==> src/rtl/arbiter_weighted_rr.sv <==
// Weighted round-robin arbiter: the owner keeps the grant for up to wgt+1 accepted
// transfers, then the grant rotates to the next requester with no idle cycle in between.
module arbiter_weighted_rr #(
    parameter int N              = 4,
    parameter int WIDTH          = 8,
    parameter int IMPLEMENTATION = 0
) (
    input  logic                 clk,
    input  logic                 rst,
    input  logic [N-1:0]         req,
    input  logic [N*WIDTH-1:0]   wgt,
    input  logic                 ack,
    output logic [N-1:0]         gnt,
    output logic [WIDTH-1:0]     cnt,
    output logic                 pls
);
    localparam int PW = $clog2(N);

    typedef enum logic {IDLE, BUSY} state_t;

    state_t           state_reg, state_next;
    logic [N-1:0]     gnt_reg, gnt_next;
    logic [WIDTH-1:0] cnt_reg, cnt_next;
    logic [WIDTH-1:0] wgt_l_reg, wgt_l_next;
    logic [PW-1:0]    ptr_reg, ptr_next;

    logic [N-1:0]     sel;
    logic [PW-1:0]    sel_idx, owner_idx, owner_nxt, start_idx;
    logic [WIDTH-1:0] wgt_sel;
    logic             own_req, acc, rel;

    function automatic logic [PW-1:0] onehot_to_idx(input logic [N-1:0] oh);
        logic [PW-1:0] idx;
        idx = '0;
        for (int i = 0; i < N; i++)
            if (oh[i]) idx = idx | PW'(i);
        return idx;
    endfunction

    assign owner_idx = onehot_to_idx(gnt_reg);
    assign owner_nxt = (owner_idx == PW'(N - 1)) ? '0 : owner_idx + PW'(1);
    // While busy the search always starts just past the owner, so the owner is eligible last.
    assign start_idx = (state_reg == BUSY) ? owner_nxt : ptr_reg;

    generate
        if (IMPLEMENTATION == 0) begin : g_masked
            logic [N-1:0] hi_mask, req_hi, pick_hi, pick_all;
            for (genvar gi = 0; gi < N; gi++) begin : g_mask
                assign hi_mask[gi] = (PW'(gi) >= start_idx);
            end
            assign req_hi   = req & hi_mask;
            assign pick_hi  = req_hi & (~req_hi + N'(1));
            assign pick_all = req & (~req + N'(1));
            assign sel      = (|req_hi) ? pick_hi : pick_all;
        end else if (IMPLEMENTATION == 1) begin : g_rotate
            logic [2*N-1:0] rot_dbl, unrot_dbl;
            logic [N-1:0]   req_rot, pick_rot;
            assign rot_dbl   = {req, req} >> start_idx;
            assign req_rot   = rot_dbl[N-1:0];
            assign pick_rot  = req_rot & (~req_rot + N'(1));
            assign unrot_dbl = {pick_rot, pick_rot} << start_idx;
            assign sel       = unrot_dbl[2*N-1:N];
        end else begin : g_bad
            $fatal(1, "arbiter_weighted_rr: IMPLEMENTATION must be 0 or 1");
        end
    endgenerate

    assign sel_idx = onehot_to_idx(sel);
    assign wgt_sel = wgt[sel_idx*WIDTH +: WIDTH];

    assign own_req = |(req & gnt_reg);
    assign acc     = ack & own_req;
    assign pls     = acc & (cnt_reg == wgt_l_reg);
    assign rel     = pls | ~own_req;

    always_comb begin
        state_next = state_reg;
        gnt_next   = gnt_reg;
        cnt_next   = cnt_reg;
        wgt_l_next = wgt_l_reg;
        ptr_next   = ptr_reg;
        case (state_reg)
            IDLE: begin
                if (|req) begin
                    gnt_next   = sel;
                    wgt_l_next = wgt_sel;
                    cnt_next   = '0;
                    state_next = BUSY;
                end
            end
            BUSY: begin
                if (rel) begin
                    ptr_next = owner_nxt;
                    cnt_next = '0;
                    if (|req) begin
                        gnt_next   = sel;
                        wgt_l_next = wgt_sel;
                    end else begin
                        gnt_next   = '0;
                        state_next = IDLE;
                    end
                end else if (acc) begin
                    cnt_next = cnt_reg + WIDTH'(1);
                end
            end
        endcase
    end

    always_ff @(posedge clk or posedge rst) begin
        if (rst) begin
            state_reg <= IDLE;
            gnt_reg   <= '0;
            cnt_reg   <= '0;
            wgt_l_reg <= '0;
            ptr_reg   <= '0;
        end else begin
            state_reg <= state_next;
            gnt_reg   <= gnt_next;
            cnt_reg   <= cnt_next;
            wgt_l_reg <= wgt_l_next;
            ptr_reg   <= ptr_next;
        end
    end

    assign gnt = gnt_reg;
    assign cnt = cnt_reg;

endmodule

==> config.mk <==
export PLATFORM = sky130hd
export DESIGN_NAME = arbiter_weighted_rr
export DESIGN_NICKNAME = d
export VERILOG_FILES = /design/src/rtl/arbiter_weighted_rr.sv
export SDC_FILE = /design/constraint.sdc
export NUM_CORES = 1
export LEC_CHECK = 0
export BUFFER_PORTS_ARGS = -buffer_cell sky130_fd_sc_hd__buf_2
export CAP_MARGIN = 20
export CORE_MARGIN = 3
export CORE_UTILIZATION = 55
export DETAILED_ROUTE_END_ITERATION = 12
export PLACE_DENSITY = 0.85
export SKIP_LAST_GASP = 1
export SLEW_MARGIN = 20
export SYNTH_ARGS = -nofsm -noshare
export SYNTH_HDL_FRONTEND = slang
export SYNTH_SLANG_ARGS = --single-unit
==> constraint.sdc <==
create_clock -name clk -period 3.1 [get_ports clk]
set_input_delay 0.31 -clock clk [delete_from_list [all_inputs] [get_ports clk]]
set_output_delay 0.31 -clock clk [all_outputs]
set_load 0.01 [all_outputs]
Yosys cells after proc, flatten, opt, wreduce, memory -nomap -nowiden --
Cells that the tools add are included.
Cells by class: equal/unequal tests 5, order comparisons 4, add/sub/neg operators 4, multiplexer cells 23, reduce and logical (&&, ||, !) cells 6, shifts and indexed selects 1, bitwise logic cells 11
Operators with widths (count):
- $mux 8 | 5
- $pmux 8 s2 | 2
- $shiftx 32x6->8 | 1
- $and 4x4->4 | 4
- $mux 4 | 4
- $mux 2 | 6
- $reduce_or 4->1 | 3
- $add 4x1->4 const B | 2
- $add 8x1->8 const B | 1
- $eq 8x8->1 | 1
- $not 4->4 | 2
- $pmux 4 s2 | 1
- $reduce_and 2->1 | 3
- $ge 1x2->1 const A | 2
- $ge 2x2->1 const A | 2
- $mux 1 | 4
- $ne 3x1->1 const B | 1
- $add 2x1->2 const B | 1
- $and 1x1->1 | 2
- $eq 2x2->1 const B | 1
- $ne 2x1->1 const B | 1
- $ne 2x2->1 const B | 1
- $not 1->1 | 2
- $pmux 1 s2 | 1
- $or 1x1->1 | 1
Storage, ports and cells: register bits 23, output and inout bits 13, bits of input ports 39

Depth between registers and ports, before layout --
depth after elaboration 19, depth in mapped cells 8, depth with buffers taken out 6

Worst setup path before layout --
OpenSTA, ideal clock, no wires.
path type reg2reg, start register gnt_reg[1] (netlist: gnt[1]), end register wgt_l_reg[0], data arrival time 1737 ps, setup time 104 ps, setup slack 1259 ps, path buffers 2, cell stages (with the launch flop) 9, data required time 2996 ps, path through dfrtp_1 -> buf_4 -> or3b_4 -> a31oi_4 -> nor2_1 -> o2bb2ai_4 -> buf_6 -> o2111ai_1 -> o311ai_1
On the way: word-level cells in the longest chain between the ends 19, elaborated cells on any way between the ends 31
RTL lines:
- start: declaration | line 22 | logic [N-1:0] gnt_reg, gnt_next;
- start signal: assignment | line 118 | gnt_reg <= gnt_next;
- $mux 1 | line 36 | if (oh[i]) idx = idx | PW'(i);
- $mux 2 (2 in series) | line 36
- $add 2x1->2 or $eq 2x2->1 (tied branches) | line 41 | assign owner_nxt = (owner_idx == PW'(N - 1)) ? '0 : owner_idx + PW'(1);
- $mux 2 | line 41
- $mux 2 | line 43 | assign start_idx = (state_reg == BUSY) ? owner_nxt : ptr_reg;
- $ge 1x2->1 | line 49 | assign hi_mask[gi] = (PW'(gi) >= start_idx);
- $and 4x4->4 | line 51 | assign req_hi = req & hi_mask;
- $not 4->4 | line 52 | assign pick_hi = req_hi & (~req_hi + N'(1));
- $add 4x1->4 | line 52
- $and 4x4->4 | line 52
- $mux 4 | line 54 | assign sel = (|req_hi) ? pick_hi : pick_all;
- $mux 1 | line 36
- $mux 2 (2 in series) | line 36
- $shiftx 32x6->8 | line 69 | assign wgt_sel = wgt[sel_idx*WIDTH +: WIDTH];
- $mux 8 | line 84, 95
- $mux 8 | line 92 | if (rel) begin
- $pmux 8 s2 | line 82 | case (state_reg)
- end signal: assignment | line 120 | wgt_l_reg <= wgt_l_next;
- end: declaration | line 24 | logic [WIDTH-1:0] wgt_l_reg, wgt_l_next;
Parallel ways exist; a longest one is shown, timed or not. The select of a mux whose other input is x is not followed. A chain may end at the register's enable or synchronous reset.

Worst setup path in the final report --
start register state_reg, end register wgt_l_reg[2]
On the way: word-level cells in the longest chain between the ends 14, elaborated cells on any way between the ends 20
RTL lines:
- start: declaration | line 21 | state_t state_reg, state_next;
- start signal: assignment | line 117 | state_reg <= state_next;
- $mux 2 | line 43
- $ge 1x2->1 | line 49
- $and 4x4->4 | line 51
- $not 4->4 | line 52
- $add 4x1->4 | line 52
- $and 4x4->4 | line 52
- $mux 4 | line 54
- $mux 1 | line 36
- $mux 2 (2 in series) | line 36
- $shiftx 32x6->8 | line 69
- $mux 8 | line 84, 95
- $mux 8 | line 92
- $pmux 8 s2 | line 82
Parallel ways exist; a longest one is shown, timed or not. The select of a mux whose other input is x is not followed.

==> out/metrics.csv <==
metric,value,unit
Crit Path Max Fanout,17,
sequential power share,0.347,
synthesis-stage register bit count,23,
latest clock arrival within the worst-skew pair,0.32,ns
Starting Density,0.5998,
Final Max Tran Viols,0,
GR Util met3,0.04132,
Root Buffer,clkbuf_4,
Fmax achieved,478.9,MHz
Worst-path clk slew,0.14,ns
Port-buffer cells,51,
outcome,finished clean,
Cells after DPL,273,
clk sink count,23,
Ports,52,
vias per cell,5.733,
CTS tree,done,
GRT busiest layer,met2,
Hold Fails Final Rpt,0,
initial antenna violation count,0,
Synth async-reset ratio,1.000,
syn_nets,230,
largest net degree at the start of global routing,24,
DPL Wire Length,3114,µm
VDD IR max,0.4088,mV
Post-synth EDFFs,0,
setup_tns,0,ns
Avg WL per Cell,14.59,µm
drt pass-1 iters,4,
min cycle time layout,2.088,ns
Leak,0.0008730,µW
Layout area overhead,15.23,%
switching part of the total,0.4628,
postcts setup bufs,0,
Hold Crit Class,in -> async,
Tcrit/Tclk final,0.6736,
footprint of the multi-input gates,0.001055,mm²
vias in the first global route,1395,
Synth top area share,0.3336,
max_cap viols,0,
die footprint,0.003845,mm²
Final Instance Count excl. Fillers,277,
critical path startpoint category,flip-flop,
top cells by instance count after synthesis,"23 x dfrtp_1, 23 x nand2_1, 17 x nor2_1, 12 x o21ai_0",
Post-DRT Antenna Nets,0,
met2 Usage GRT,0.3388,
routed via count,1588,
Num CTS Buffers,3,
ANT cells,0,
drt drc,0,
met1 usage,0.3261,
# fillers,251,
Setup crit end kind,flip-flop,
"Setup violations, final",0,
most frequently used flop master after synthesis,dfrtp_1,
critical path class,reg -> reg,
Synth cell types,43,
Clock Path Buffers,2,
first-pass GRT wire length,6361,µm
gr usage total,0.2240,
unrepaired setup endpoints after global routing,no,
sequential share of the synthesized area,0.3336,
clock share of power,0.098,
Sw Pwr,690.9,µW
Ys Warns,0,
Max-slew headroom,0.4239,
DRT iter0 DRCs,68,
PD cells,750.9,mW/mm²
H-tree Lvls,1,
gr ovfl total,0,
"top cells by area, synth","dfrtp_1 33%, xnor2_1 5.6%, nand2_1 5.0%",
synthesized area,0.001725,mm²
Comb power frac,0.556,
Synth area leader,dfrtp_1,
die width,62.01,µm
hold_buf cts,0,
Worst Clk Skew,0.007557,ns
total detailed-routing wirelength,4041,µm
Die Span Y,62.01,µm
Synth Area per Inst,9.081,µm²
Post-CTS Resized,0,
core area,0.002877,mm²
layout cell share with drive strength beyond 1,0.2809,
Internal,801.9,µW
Mapped Cells,190,
Least-Margin Pin Slew,0.8632,ns
Rows,19,
routability cong.,0.8771,
CP required,3.33,ns
Seq. cell area,575.6,µm²
crit path DAT,2.31,ns
Final #Nets,276,
layer usage:
layer  up-vias  wire length [µm]
li1        792                 -
met1       728              1923
met2        64              1800
met3         4               264
met4         0                53
met5         -                 0
critical path, stage by stage (launching register included):
cell and delay (ns):
dfrtp_1 0.63, or3b_4 0.45, a31oi_4 0.18, nor2_1 0.09
o2bb2ai_4 0.34, o2111ai_1 0.17, o311ai_1 0.12
layout make-up:
| class | count | area share |
|---|---|---|
| clock inverters | 1 | 0.002517 |
| clock buffers | 3 | 0.01133 |
| well taps | 42 | 0.02643 |
| inverters | 6 | 0.01133 |
| flip-flops and latches | 23 | 0.2895 |
| multi-input cells | 151 | 0.5305 |
| repair buffers | 51 | 0.1284 |
metrics by stage:
stage               utilization  power [µW]  hold slack (ns)  setup slack, ns  area [µm²]
CTS                      0.6912        1494           0.1742            1.012        1988
finish                   0.6912        1493           0.1383            1.012        1988
detailed placement       0.6816        1350           0.4964            1.059        1961
global placement         0.6816        1336           0.4953            1.126        1961
floorplan                     -        1201           0.3119            1.259        1725
global route             0.6912        1616           0.1962           0.8548        1988
kinds of logic after synthesis:
group | count (synthesis) | synth area share
simple gates | 69 | 0.1900
compound gates | 57 | 0.2850
flops | 23 | 0.3336
buf+inv | 16 | 0.05511
xor+xnor | 15 | 0.07614
mux | 9 | 0.05294
fa+ha+maj | 1 | 0.007250
cells in the final DEF (no fill, tap or decap), drive strengths merged, types with 2 or more instances in the layout:
cell | synthesis | routed
nand2 | 24 | 24
buf | 9 | 51
o31ai | 3 | 3
a22o | 4 | 4
o22ai | 2 | 2
nor2 | 17 | 17
xnor2 | 11 | 11
nand3 | 3 | 3
xor2 | 4 | 4
nand2b | 11 | 11
nor3 | 5 | 5
nand4 | 3 | 3
a21oi | 6 | 6
o2111ai | 8 | 8
dfrtp | 23 | 23
inv | 6 | 6
clkbuf | 1 | 3
o311ai | 8 | 8
o21bai | 2 | 2
mux2i | 8 | 8
nor2b | 2 | 2
a32o | 3 | 3
o21ai | 14 | 14
path summary, 6_finish.rpt:
| path | startpoint | end | slack, ns | cells past startpoint |
|---|---|---|---|---|
| min in group clk | wgt[12] | wgt_l_reg[4]$_DFFE_PP0P_ | 0.31 | 3 |
| worst min register to register | wgt_l_reg[3]$_DFFE_PP0P_ | wgt_l_reg[3]$_DFFE_PP0P_ | 0.52 | 2 |
| max in group asynchronous | rst | wgt_l_reg[1]$_DFFE_PP0P_ | 2.43 | 2 |
| worst max register to register | state_reg$_DFF_PP0_ | wgt_l_reg[2]$_DFFE_PP0P_ | 1.01 | 6 |
| worst min-delay path | rst | gnt[3]$_DFFE_PP0P_ | 0.14 | 2 |
| worst max-delay path | state_reg$_DFF_PP0_ | wgt_l_reg[2]$_DFFE_PP0P_ | 1.01 | 6 |
power groups by stage:
stage / registers [µW] / logic [µW] / clock network (µW)
floorplan: 492 / 709 / 0
global placement: 522 / 814 / 0
detailed placement: 525 / 825 / 0
CTS: 517 / 829 / 147
global route: 539 / 920 / 157
finish: 518 / 830 / 146
Note: power is estimated with default switching activity, not from simulation.
